==> config.mk <==
export PLATFORM = sky130hd
export DESIGN_NAME = periph_bus_master_flat
export DESIGN_NICKNAME = d
export VERILOG_FILES = /design/src/rtl/periph_bus_master_if.sv /design/src/rtl/periph_bus_master.sv /design/src/flat_wrapper.sv
export SDC_FILE = /design/constraint.sdc
export NUM_CORES = 1
export LEC_CHECK = 0
export BUFFER_PORTS_ARGS = -buffer_cell sky130_fd_sc_hd__buf_2
export CAP_MARGIN = 20
export CORE_UTILIZATION = 31
export DETAILED_ROUTE_END_ITERATION = 10
export GPL_ROUTABILITY_DRIVEN = 0
export PLACE_DENSITY = 0.65
export SLEW_MARGIN = 30
export SYNTH_ARGS = -nofsm -noshare
export SYNTH_HDL_FRONTEND = slang
export SYNTH_SLANG_ARGS = --single-unit
==> constraint.sdc <==
create_clock -name clk -period 2.51 [get_ports clk]
set_input_delay 0.753 -clock clk [delete_from_list [all_inputs] [get_ports clk]]
set_output_delay 0.753 -clock clk [all_outputs]
set_load 0.05 [all_outputs]
==> src/rtl/periph_bus_master_if.sv <==
// Core request/response and word-indexed peripheral bus signals for periph_bus_master.
// master = the initiator block, slave = core + peripheral side.
interface periph_bus_master_if;
   logic        req_valid;
   logic        req_ready;
   logic        req_we;
   logic [1:0]  req_size;
   logic        req_unsigned;
   logic [31:0] req_addr;
   logic [31:0] req_wdata;
   logic        rsp_valid;
   logic [31:0] rsp_rdata;
   logic        rsp_err;
   logic [31:0] bus_addr;
   logic        bus_wr;
   logic [31:0] bus_wdata;
   logic [31:0] bus_rdata;

   modport master (
      input  req_valid, req_we, req_size, req_unsigned, req_addr, req_wdata, bus_rdata,
      output req_ready, rsp_valid, rsp_rdata, rsp_err, bus_addr, bus_wr, bus_wdata
   );

   modport slave (
      output req_valid, req_we, req_size, req_unsigned, req_addr, req_wdata, bus_rdata,
      input  req_ready, rsp_valid, rsp_rdata, rsp_err, bus_addr, bus_wr, bus_wdata
   );
endinterface

==> src/rtl/periph_bus_master.sv <==
// Single-outstanding load/store initiator for the word-indexed peripheral bus; sub-word stores are read-modify-write.
// Define MISALIGN_TRAP_EN to reject misaligned half/word accesses with rsp_err instead of issuing a bus cycle.
module periph_bus_master #(
   parameter int BUS_ADDR_W = 22,
   parameter int RD_WAIT    = 0
) (
   input logic                 clk,
   input logic                 rst,
   periph_bus_master_if.master bif
);
   typedef enum logic [1:0] {IDLE, RD, WR, RSP} state_e;

   localparam logic [3:0] WAIT_LAST = 4'(RD_WAIT);

   state_e      state_q, state_d;
   logic        req_ready_q, req_ready_d;
   logic        rsp_valid_q, rsp_valid_d;
   logic [31:0] rsp_rdata_q, rsp_rdata_d;
   logic [31:0] bus_addr_q, bus_addr_d;
   logic        bus_wr_q, bus_wr_d;
   logic [31:0] bus_wdata_q, bus_wdata_d;
   logic [3:0]  wait_q, wait_d;
   logic        we_q, we_d;
   logic [1:0]  size_q, size_d;
   logic        uns_q, uns_d;
   logic [1:0]  off_q, off_d;
   logic [31:0] wdata_q, wdata_d;
   logic        mis;

   function automatic logic [31:0] lane_extract(input logic [31:0] w, input logic [1:0] sz,
                                                input logic uns, input logic [1:0] off);
      logic [31:0] sh;
      sh = w;
      lane_extract = w;
      if (sz == 2'd0) begin
         sh = w >> {off, 3'b000};
         lane_extract = {{24{sh[7] & ~uns}}, sh[7:0]};
      end else if (sz == 2'd1) begin
         sh = w >> {off[1], 4'b0000};
         lane_extract = {{16{sh[15] & ~uns}}, sh[15:0]};
      end
   endfunction

   function automatic logic [31:0] lane_merge(input logic [31:0] w, input logic [31:0] d,
                                              input logic [1:0] sz, input logic [1:0] off);
      logic [4:0]  sh;
      logic [31:0] mask;
      sh   = (sz == 2'd0) ? {off, 3'b000} : {off[1], 4'b0000};
      mask = ((sz == 2'd0) ? 32'h0000_00ff : 32'h0000_ffff) << sh;
      lane_merge = (w & ~mask) | ((d << sh) & mask);
   endfunction

`ifdef MISALIGN_TRAP_EN
   logic err_q, err_d;
   logic rsp_err_q, rsp_err_d;
   assign mis = ((bif.req_size == 2'd1) && bif.req_addr[0]) ||
                (bif.req_size[1] && (bif.req_addr[1:0] != 2'b00));
   assign bif.rsp_err = rsp_err_q;
`else
   assign mis = 1'b0;
   assign bif.rsp_err = 1'b0;
`endif

   always_comb begin
      state_d     = state_q;
      rsp_valid_d = 1'b0;
      rsp_rdata_d = rsp_rdata_q;
      bus_addr_d  = bus_addr_q;
      bus_wr_d    = 1'b0;
      bus_wdata_d = bus_wdata_q;
      wait_d      = wait_q;
      we_d        = we_q;
      size_d      = size_q;
      uns_d       = uns_q;
      off_d       = off_q;
      wdata_d     = wdata_q;
`ifdef MISALIGN_TRAP_EN
      err_d       = err_q;
      rsp_err_d   = 1'b0;
`endif
      unique case (state_q)
         IDLE: begin
            if (bif.req_valid && req_ready_q) begin
               we_d        = bif.req_we;
               size_d      = (bif.req_size == 2'd3) ? 2'd2 : bif.req_size;
               uns_d       = bif.req_unsigned;
               off_d       = bif.req_addr[1:0];
               wdata_d     = bif.req_wdata;
               wait_d      = 4'd0;
               rsp_rdata_d = 32'd0;
`ifdef MISALIGN_TRAP_EN
               err_d       = mis;
`endif
               if (mis) begin
                  state_d = RSP;
               end else begin
                  bus_addr_d = {{(32-BUS_ADDR_W){1'b0}}, bif.req_addr[BUS_ADDR_W+1:2]};
                  if (bif.req_we && (size_d == 2'd2)) begin
                     state_d     = WR;
                     bus_wr_d    = 1'b1;
                     bus_wdata_d = bif.req_wdata;
                  end else begin
                     state_d = RD;
                  end
               end
            end
         end
         RD: begin
            if (wait_q == WAIT_LAST) begin
               if (we_q) begin
                  // The merged word is committed only here, so an aborted RMW never reaches the bus.
                  bus_wdata_d = lane_merge(bif.bus_rdata, wdata_q, size_q, off_q);
                  bus_wr_d    = 1'b1;
                  state_d     = WR;
               end else begin
                  rsp_rdata_d = lane_extract(bif.bus_rdata, size_q, uns_q, off_q);
                  state_d     = RSP;
               end
            end else begin
               wait_d = wait_q + 4'd1;
            end
         end
         WR: state_d = RSP;
         RSP: begin
            rsp_valid_d = 1'b1;
`ifdef MISALIGN_TRAP_EN
            rsp_err_d   = err_q;
`endif
            state_d     = IDLE;
         end
      endcase
      req_ready_d = (state_d == IDLE);
   end

   always_ff @(posedge clk) begin
      if (!rst) begin
         state_q     <= IDLE;
         req_ready_q <= 1'b0;
         rsp_valid_q <= 1'b0;
         rsp_rdata_q <= 32'd0;
         bus_addr_q  <= 32'd0;
         bus_wr_q    <= 1'b0;
         bus_wdata_q <= 32'd0;
         wait_q      <= 4'd0;
         we_q        <= 1'b0;
         size_q      <= 2'd0;
         uns_q       <= 1'b0;
         off_q       <= 2'd0;
         wdata_q     <= 32'd0;
`ifdef MISALIGN_TRAP_EN
         err_q       <= 1'b0;
         rsp_err_q   <= 1'b0;
`endif
      end else begin
         state_q     <= state_d;
         req_ready_q <= req_ready_d;
         rsp_valid_q <= rsp_valid_d;
         rsp_rdata_q <= rsp_rdata_d;
         bus_addr_q  <= bus_addr_d;
         bus_wr_q    <= bus_wr_d;
         bus_wdata_q <= bus_wdata_d;
         wait_q      <= wait_d;
         we_q        <= we_d;
         size_q      <= size_d;
         uns_q       <= uns_d;
         off_q       <= off_d;
         wdata_q     <= wdata_d;
`ifdef MISALIGN_TRAP_EN
         err_q       <= err_d;
         rsp_err_q   <= rsp_err_d;
`endif
      end
   end

   assign bif.req_ready = req_ready_q;
   assign bif.rsp_valid = rsp_valid_q;
   assign bif.rsp_rdata = rsp_rdata_q;
   assign bif.bus_addr  = bus_addr_q;
   assign bif.bus_wr    = bus_wr_q;
   assign bif.bus_wdata = bus_wdata_q;
endmodule

==> src/flat_wrapper.sv <==
// flat-port wrapper written by rule: the top's interface ports become plain ports
module periph_bus_master_flat 
#(
   parameter int BUS_ADDR_W = 22,
   parameter int RD_WAIT    = 0
)
  (clk, rst, bif_req_valid, bif_req_we, bif_req_size, bif_req_unsigned, bif_req_addr, bif_req_wdata, bif_bus_rdata, bif_req_ready, bif_rsp_valid, bif_rsp_rdata, bif_rsp_err, bif_bus_addr, bif_bus_wr, bif_bus_wdata);
  periph_bus_master_if bif_i ();
  input logic clk;
  input logic rst;
  input wire logic [$bits(bif_i.req_valid)-1:0] bif_req_valid;
  input wire logic [$bits(bif_i.req_we)-1:0] bif_req_we;
  input wire logic [$bits(bif_i.req_size)-1:0] bif_req_size;
  input wire logic [$bits(bif_i.req_unsigned)-1:0] bif_req_unsigned;
  input wire logic [$bits(bif_i.req_addr)-1:0] bif_req_addr;
  input wire logic [$bits(bif_i.req_wdata)-1:0] bif_req_wdata;
  input wire logic [$bits(bif_i.bus_rdata)-1:0] bif_bus_rdata;
  output wire logic [$bits(bif_i.req_ready)-1:0] bif_req_ready;
  output wire logic [$bits(bif_i.rsp_valid)-1:0] bif_rsp_valid;
  output wire logic [$bits(bif_i.rsp_rdata)-1:0] bif_rsp_rdata;
  output wire logic [$bits(bif_i.rsp_err)-1:0] bif_rsp_err;
  output wire logic [$bits(bif_i.bus_addr)-1:0] bif_bus_addr;
  output wire logic [$bits(bif_i.bus_wr)-1:0] bif_bus_wr;
  output wire logic [$bits(bif_i.bus_wdata)-1:0] bif_bus_wdata;
  assign bif_i.req_valid = bif_req_valid;
  assign bif_i.req_we = bif_req_we;
  assign bif_i.req_size = bif_req_size;
  assign bif_i.req_unsigned = bif_req_unsigned;
  assign bif_i.req_addr = bif_req_addr;
  assign bif_i.req_wdata = bif_req_wdata;
  assign bif_i.bus_rdata = bif_bus_rdata;
  assign bif_req_ready = bif_i.req_ready;
  assign bif_rsp_valid = bif_i.rsp_valid;
  assign bif_rsp_rdata = bif_i.rsp_rdata;
  assign bif_rsp_err = bif_i.rsp_err;
  assign bif_bus_addr = bif_i.bus_addr;
  assign bif_bus_wr = bif_i.bus_wr;
  assign bif_bus_wdata = bif_i.bus_wdata;
  periph_bus_master #(.BUS_ADDR_W(BUS_ADDR_W), .RD_WAIT(RD_WAIT)) u_core (.clk(clk), .rst(rst), .bif(bif_i));
endmodule
==> metrics.md, run 1 <==
| Metric | Value |
|---|---|
| Run status | `complete, no violations` |
| Final instance area | `0.00708 mm^2` |
| Largest net degree at the start of global routing | `45` |
| Crit Path Class | `flop to flop` |
| Vias | `5274` |
| Worst slack at placement | `0.251 ns` |
| Die Span Y | `135 um` |
| Tot Pwr | `6.57 mW` |
| Startpoint class of the critical path | `flop` |
| Total global routing overflow | `0` |
| Util after Layout | `40.9%` |
| Post-CTS sizing | `0` |
| Mean Syn Cell Area | `8.81 um^2` |
| Num CTS Buffers | `17` |
| Setup WS post-layout | `0.331 ns` |
| Syn Inst Count | `622` |
| Worst path arrival time | `2.48 ns` |
| CP Cell Sequence | `inv_1 -> ha_1 -> or3b_1 -> o311a_4 -> a221o_2` |
| DP Cell Count | `988` |
| Post-CTS Setup Repair Bufs | `0` |
| Final Slew Violations | `0` |
| Fill count | `1800` |
| Layout Cells excl Fill | `1018` |
| Drt pass-1 iters | `4` |
| WL final | `17600 um` |
| Core area | `0.0173 mm^2` |
| Placement-stage cell area | `0.00653 mm^2` |
| Max-cap violations | `0` |
| Worst path max stage delay | `0.56 ns` |
| Cell variety after synth | `52` |
| Leading cell types in the layout, fill and taps excluded | `buf_2 (183), nand2_1 (125), dfxtp_1 (117)` |
| Layout Skew | `0.00613 ns` |
| Most common cell after layout, fill and taps aside | `buf_2` |
| Minimum clock period | `2.18 ns` |
| Iteration-0 DRC Markers | `362` |
| Post-Syn Area | `0.00548 mm^2` |
| Nets | `887` |
| Die Footprint | `0.0182 mm^2` |
| Fin crit share | `86.8%` |
| WP data required | `2.81 ns` |
| Post-synth EDFFs | `0` |
| Vias in the first global route | `4695` |
| Critical path capture point type | `flop` |
| Setup tns final | `0 ns` |
| Initial Utilization | `31.7%` |
| CTS tree | `built` |
| Antenna-violating nets left | `0` |
| First-pass GRT wire length | `26700 um` |
| Least-Margin Pin Slew | `0.677 ns` |
| Boundary Pins | `203` |
| Avg Vias per Cell | `5.18` |
| Overall Global Routing Usage | `19.3%` |
| Worst Path Buf+Inv | `1` |
| Static leakage | `2.98 nW` |
| FP Rows | `48` |
| Initial antenna violation count | `1` |
| Fmax | `459 MHz` |
| Critical-path maximum fanout | `32` |
| Reg area | `0.00234 mm^2` |
| Root Driver | `clkbuf_16` |
| Fraction of layout cells with a size suffix above 1 | `32.8%` |
| H-Tree Level Count | `4` |
| Top cell family by delay on the critical path | `compound AO/OA/AOI/OAI gates` |
| Die X | `135 um` |
| Share of the yosys chip area belonging to registers | `42.7%` |
| Multi-input gate area | `0.00280 mm^2` |
| Slew headroom | `54.9%` |
| DRC | `0` |
| RSZ-0062 raised after global routing | `no` |
| PwrDens | `928 mW/mm^2` |
| Yosys warning total | `0` |
| Area growth syn-to-layout | `29.1%` |
| Hold WS | `0.455 ns` |
| Clock Latency Late Sink | `0.42 ns` |
| Hold Crit Class | `flop to flop` |
| Synth Flop Type | `dfxtp_1` |
| Synthesized flop and latch total | `117` |
| Critical-path top delay cell | `o311a_4` |
| Clock-pin transition on the worst setup and hold timing paths | `0.05 ns` |
| Final hold vios | `0` |
| Hold_buf cts | `0` |
| CTS sink count | `117` |
| Max VDD drop | `0.505 mV` |
| Clock Path Buffers | `2` |
| # setup viols final | `0` |
| Hpwl dp | `12700 um` |
| Post-synthesis async set-or-reset flop share | `0%` |
| Port bufs | `183` |
| DR WL/cell | `17.3 um` |
synthesized netlist by cell type, drive strengths merged (2+ instances only):
cell type    n  area share (%)
mux2        12             2.5
a221oi      23             3.7
nor2        22             1.5
nor3b        2            0.27
nand2      125             8.6
buf         32             3.8
o2bb2ai     24             3.8
and3         3            0.34
a21oi        8            0.73
a2bb2oi      7             1.1
a22o         9             1.6
dfxtp      117              43
a32o         9             1.6
xor2         2            0.32
nand3b       3            0.41
o21ai       44             4.0
a21boi      44             6.0
o21a        11             1.5
nand3        6            0.64
o22ai        9             1.0
inv          4            0.27
a221o       23             4.2
nand2b       4            0.46
a311oi       7             1.1
ha           2            0.46
nor2b        6            0.68
a31oi        2            0.34
clkbuf      41             2.9
or3          8            0.91
final timing paths:
check / start / end / slack [ns] / depth (start not counted)
max: u_core.wait_q[0] / u_core.bif.rsp_rdata[0] / 0.33 / 5
min: u_core.bif.bus_wdata[11] / u_core.bif.bus_wdata[11] / 0.46 / 1
min reg2reg: u_core.bif.bus_wdata[11] / u_core.bif.bus_wdata[11] / 0.46 / 1
max reg2reg: u_core.wait_q[0] / u_core.bif.rsp_rdata[0] / 0.33 / 5
logic make-up (layout without fill, tap and decap cells):
kind of cell	count (synthesis)	in the layout	synth area share, %
buffers and inverters	78	238	7.05
AND/OR/NAND/NOR	185	185	14.7
adder cells (fa/ha/maj)	2	2	0.456
other	1	12	0.0684
flip-flops	117	117	42.7
multiplexers	12	12	2.46
AO/OA/AOI/OAI	225	225	32.2
XOR/XNOR	2	2	0.320
final cells by class:
| class | instances | share of cell area (%) |
|---|---|---|
| clock inverters | 5 | 0.707 |
| inverters | 5 | 0.265 |
| multi-input cells | 437 | 39.6 |
| well taps | 225 | 3.98 |
| repair buffers | 204 | 15.3 |
| flip-flops and latches | 117 | 33.1 |
| clock buffers | 24 | 6.95 |
| diodes | 1 | 0.0354 |
where the power goes:
group	internal [mW]	switching, mW	leakage, nW	total, mW
clock	1.44	0.819	0.272	2.26
combinational	0.596	1.45	1.76	2.05
sequential	2.09	0.167	0.949	2.26
total	4.13	2.44	2.98	6.57
sequential cells by signal, indices dropped and copies added (netlist names), 2 cells and up:
name / cells
u_core.wdata_q: 16
u_core.bif.rsp_rdata: 32
u_core.bif.bus_addr: 22
u_core.state_q: 2
u_core.size_q: 2
u_core.off_q: 2
u_core.wait_q: 4
u_core.bif.bus_wdata: 32
per-layer routing:
| layer | track usage [%] | vias to the layer above | routed length [um] |
|---|---|---|---|
| li1 | - | 2575 | - |
| met1 | 26.4 | 2476 | 8220 |
| met2 | 28.9 | 197 | 7920 |
| met3 | 5.11 | 26 | 1140 |
| met4 | 7.30 | 0 | 350 |
| met5 | 0 | - | 0 |
No activity file was read; power rests on OpenSTA's default activity.
==> run 2, diff against run 1 <==
--- a/config.mk
+++ b/config.mk
@@ -11,6 +11,7 @@
 export DETAILED_ROUTE_END_ITERATION = 10
 export GPL_ROUTABILITY_DRIVEN = 0
 export PLACE_DENSITY = 0.65
+export RECOVER_POWER = 50
 export SLEW_MARGIN = 30
 export SYNTH_ARGS = -nofsm -noshare
 export SYNTH_HDL_FRONTEND = slang
==> run 2 against run 1 <==
- register-to-register slack is essentially flat
- worst setup slack improved by 0.0040 ns
- critical endpoint is now u_core.bif.bus_wdata[13]
- sequential share of layout area up 0.39 points
- largest cell class unchanged
- cell count stayed put
- hold slack is essentially flat
- largest power group unchanged
- combinational power down 2%
==> metrics.md, run 2 (synthesis results as in run 1) <==
| Metric | Value |
|---|---|
| CP Depth | `7 (was 5)` |
| Startpoint class of the critical path | `flop (unchanged)` |
| Fmax | `460 MHz (was 459 MHz)` |
| Layout Cells excl Fill | `1018 (unchanged)` |
| WP data required | `2.85 ns (was 2.81 ns)` |
| Drt pass-1 iters | `5 (was 4)` |
| Critical-path maximum fanout | `11 (was 32)` |
| RSZ-0062 raised after global routing | `no (unchanged)` |
| Clock Path Buffers | `2 (unchanged)` |
| Setup tns final | `0 ns (unchanged)` |
| Fill count | `1826 (was 1800)` |
| Layout Skew | `0.00587 ns (was 0.00613 ns)` |
| Run status | `complete, no violations (unchanged)` |
| FF-to-FF Start | `u_core.wait_q[0] (unchanged)` |
| Post-CTS sizing | `0 (unchanged)` |
| Vias | `5257 (was 5274)` |
| DP Cell Count | `988 (unchanged)` |
| Area growth syn-to-layout | `27.6% (was 29.1%)` |
| Core area | `0.0173 mm^2 (unchanged)` |
| Num CTS Buffers | `17 (unchanged)` |
| Final hold vios | `0 (unchanged)` |
| Fraction of layout cells with a size suffix above 1 | `25.9% (was 32.8%)` |
| Root Driver | `clkbuf_16 (unchanged)` |
| Antenna-violating nets left | `0 (unchanged)` |
| Boundary Pins | `203 (unchanged)` |
| Largest net degree at the start of global routing | `45 (unchanged)` |
| CTS sink count | `117 (unchanged)` |
| CP Cell Sequence | `inv_1 -> ha_1 -> or3b_1 -> o32ai_4 -> clkbuf_1 -> o21ai_0 -> o2bb2ai_1 (was inv_1 -> ha_1 -> or3b_1 -> o311a_4 -> a221o_2)` |
| Final Slew Violations | `0 (unchanged)` |
| Crit Path Class | `flop to flop (unchanged)` |
| Hpwl dp | `12700 um (unchanged)` |
| Top cell family by delay on the critical path | `compound AO/OA/AOI/OAI gates (unchanged)` |
| Static leakage | `2.75 nW (was 2.98 nW)` |
| Critical path origin | `u_core.wait_q[0] (unchanged)` |
| Fin crit share | `86.6% (was 86.8%)` |
| Reg2reg end | `u_core.bif.bus_wdata[13] (was u_core.bif.rsp_rdata[0])` |
| Critical path endpoint | `u_core.bif.bus_wdata[13] (was u_core.bif.rsp_rdata[0])` |
| DR WL/cell | `17.4 um (was 17.3 um)` |
| Vias in the first global route | `4695 (unchanged)` |
| Die Span Y | `135 um (unchanged)` |
| H-Tree Level Count | `4 (unchanged)` |
| Clock-pin transition on the worst setup and hold timing paths | `0.05 ns (about the same)` |
| Minimum clock period | `2.17 ns (was 2.18 ns)` |
| Max VDD drop | `0.504 mV (was 0.505 mV)` |
| Initial antenna violation count | `1 (unchanged)` |
| CTS tree | `built (unchanged)` |
| Worst path max stage delay | `0.50 ns (was 0.56 ns)` |
| PwrDens | `934 mW/mm^2 (was 928 mW/mm^2)` |
| Clock Latency Late Sink | `0.41 ns (was 0.42 ns)` |
| Worst Path Buf+Inv | `2 (was 1)` |
| Worst path arrival time | `2.52 ns (was 2.48 ns)` |
| Hold Crit Class | `flop to flop (unchanged)` |
| Least-Margin Pin Slew | `0.767 ns (was 0.677 ns)` |
| FP Rows | `48 (unchanged)` |
| Final instance area | `0.00699 mm^2 (was 0.00708 mm^2)` |
| First-pass GRT wire length | `26700 um (unchanged)` |
| Slew headroom | `48.9% (was 54.9%)` |
| FF-to-FF path depth | `7 (was 5)` |
| Die Footprint | `0.0182 mm^2 (unchanged)` |
| Placement-stage cell area | `0.00653 mm^2 (unchanged)` |
| Reg area | `0.00234 mm^2 (unchanged)` |
| Critical-path top delay cell | `or3b_1 (was o311a_4)` |
| Initial Utilization | `31.7% (unchanged)` |
| Leading cell types in the layout, fill and taps excluded | `buf_2 (132), nand2_1 (125), dfxtp_1 (117) (was buf_2 (183), nand2_1 (125), dfxtp_1 (117))` |
| Critical path capture point type | `flop (unchanged)` |
| Multi-input gate area | `0.00280 mm^2 (about the same)` |
| Hold_buf cts | `0 (unchanged)` |
| Die X | `135 um (unchanged)` |
| Nets | `887 (unchanged)` |
| WL final | `17700 um (was 17600 um)` |
| Overall Global Routing Usage | `19.3% (unchanged)` |
| Port bufs | `183 (unchanged)` |
| Max-cap violations | `0 (unchanged)` |
| Post-CTS Setup Repair Bufs | `0 (unchanged)` |
| Iteration-0 DRC Markers | `385 (was 362)` |
| Most common cell after layout, fill and taps aside | `buf_2 (unchanged)` |
| DRC | `0 (unchanged)` |
| Util after Layout | `40.4% (was 40.9%)` |
| Flop-to-flop setup slack | `0.34 ns (was 0.33 ns)` |
| # setup viols final | `0 (unchanged)` |
| Total global routing overflow | `0 (unchanged)` |
| Avg Vias per Cell | `5.16 (was 5.18)` |
-- run 2: final cells by class --
class                      count  area share (%)
antenna                        1          0.0358
clock buffer                  24            7.03
clock inverter                 5           0.716
inverter                       5           0.268
multi-input combinational    437            40.0
sequential                   117            33.5
tap                          225            4.03
timing repair buffer         204            14.4
-- run 2: stage by stage --
stage	power (mW)	setup WS, ns	hold slack (ns)
3_3_place_gp	4.32	0.269	0.442
4_1_cts	6.60	0.334	0.455
6_report	6.53	0.335	0.455
5_1_grt	6.83	0.155	0.477
3_5_place_dp	4.34	0.251	0.441
2_1_floorplan	3.81	0.421	0.432
-- run 2: worst min-delay path by stage --
stage	startpoint	end	slack, ns	cells past startpoint
after global placement	u_core.bif.bus_wdata[11]	u_core.bif.bus_wdata[11]	0.44	1
final	u_core.wdata_q[14]	u_core.wdata_q[14]	0.46	2
after CTS	u_core.wdata_q[14]	u_core.wdata_q[14]	0.46	2
after floorplan	u_core.wdata_q[13]	u_core.wdata_q[13]	0.43	2
after detailed placement	u_core.bif.bus_wdata[5]	u_core.bif.bus_wdata[5]	0.44	1
after global routing	u_core.bif.bus_wdata[31]	u_core.bif.bus_wdata[31]	0.48	1
-- run 2: power by group --
part           switching [mW]  internal, mW  leakage [nW]
registers               0.170          2.09         0.949
logic                    1.46         0.558          1.53
clock network           0.818          1.44         0.272
total                    2.45          4.09          2.75
-- run 2: layer usage --
layer / global-route usage (%) / vias to the layer above / wire length (um)
met5: 0 / - / 0
met4: 7.30 / 0 / 344
met3: 5.11 / 24 / 1110
met2: 28.9 / 193 / 7910
met1: 26.4 / 2463 / 8330
li1: - / 2577 / -
-- run 2: worst reg2reg max path, stage by stage (launching register included) --
cell	delay (ns)
dfxtp_1	0.35
inv_1	0.07
ha_1	0.14
or3b_1	0.50
o32ai_4	0.33
clkbuf_1	0.38
o21ai_0	0.19
o2bb2ai_1	0.15
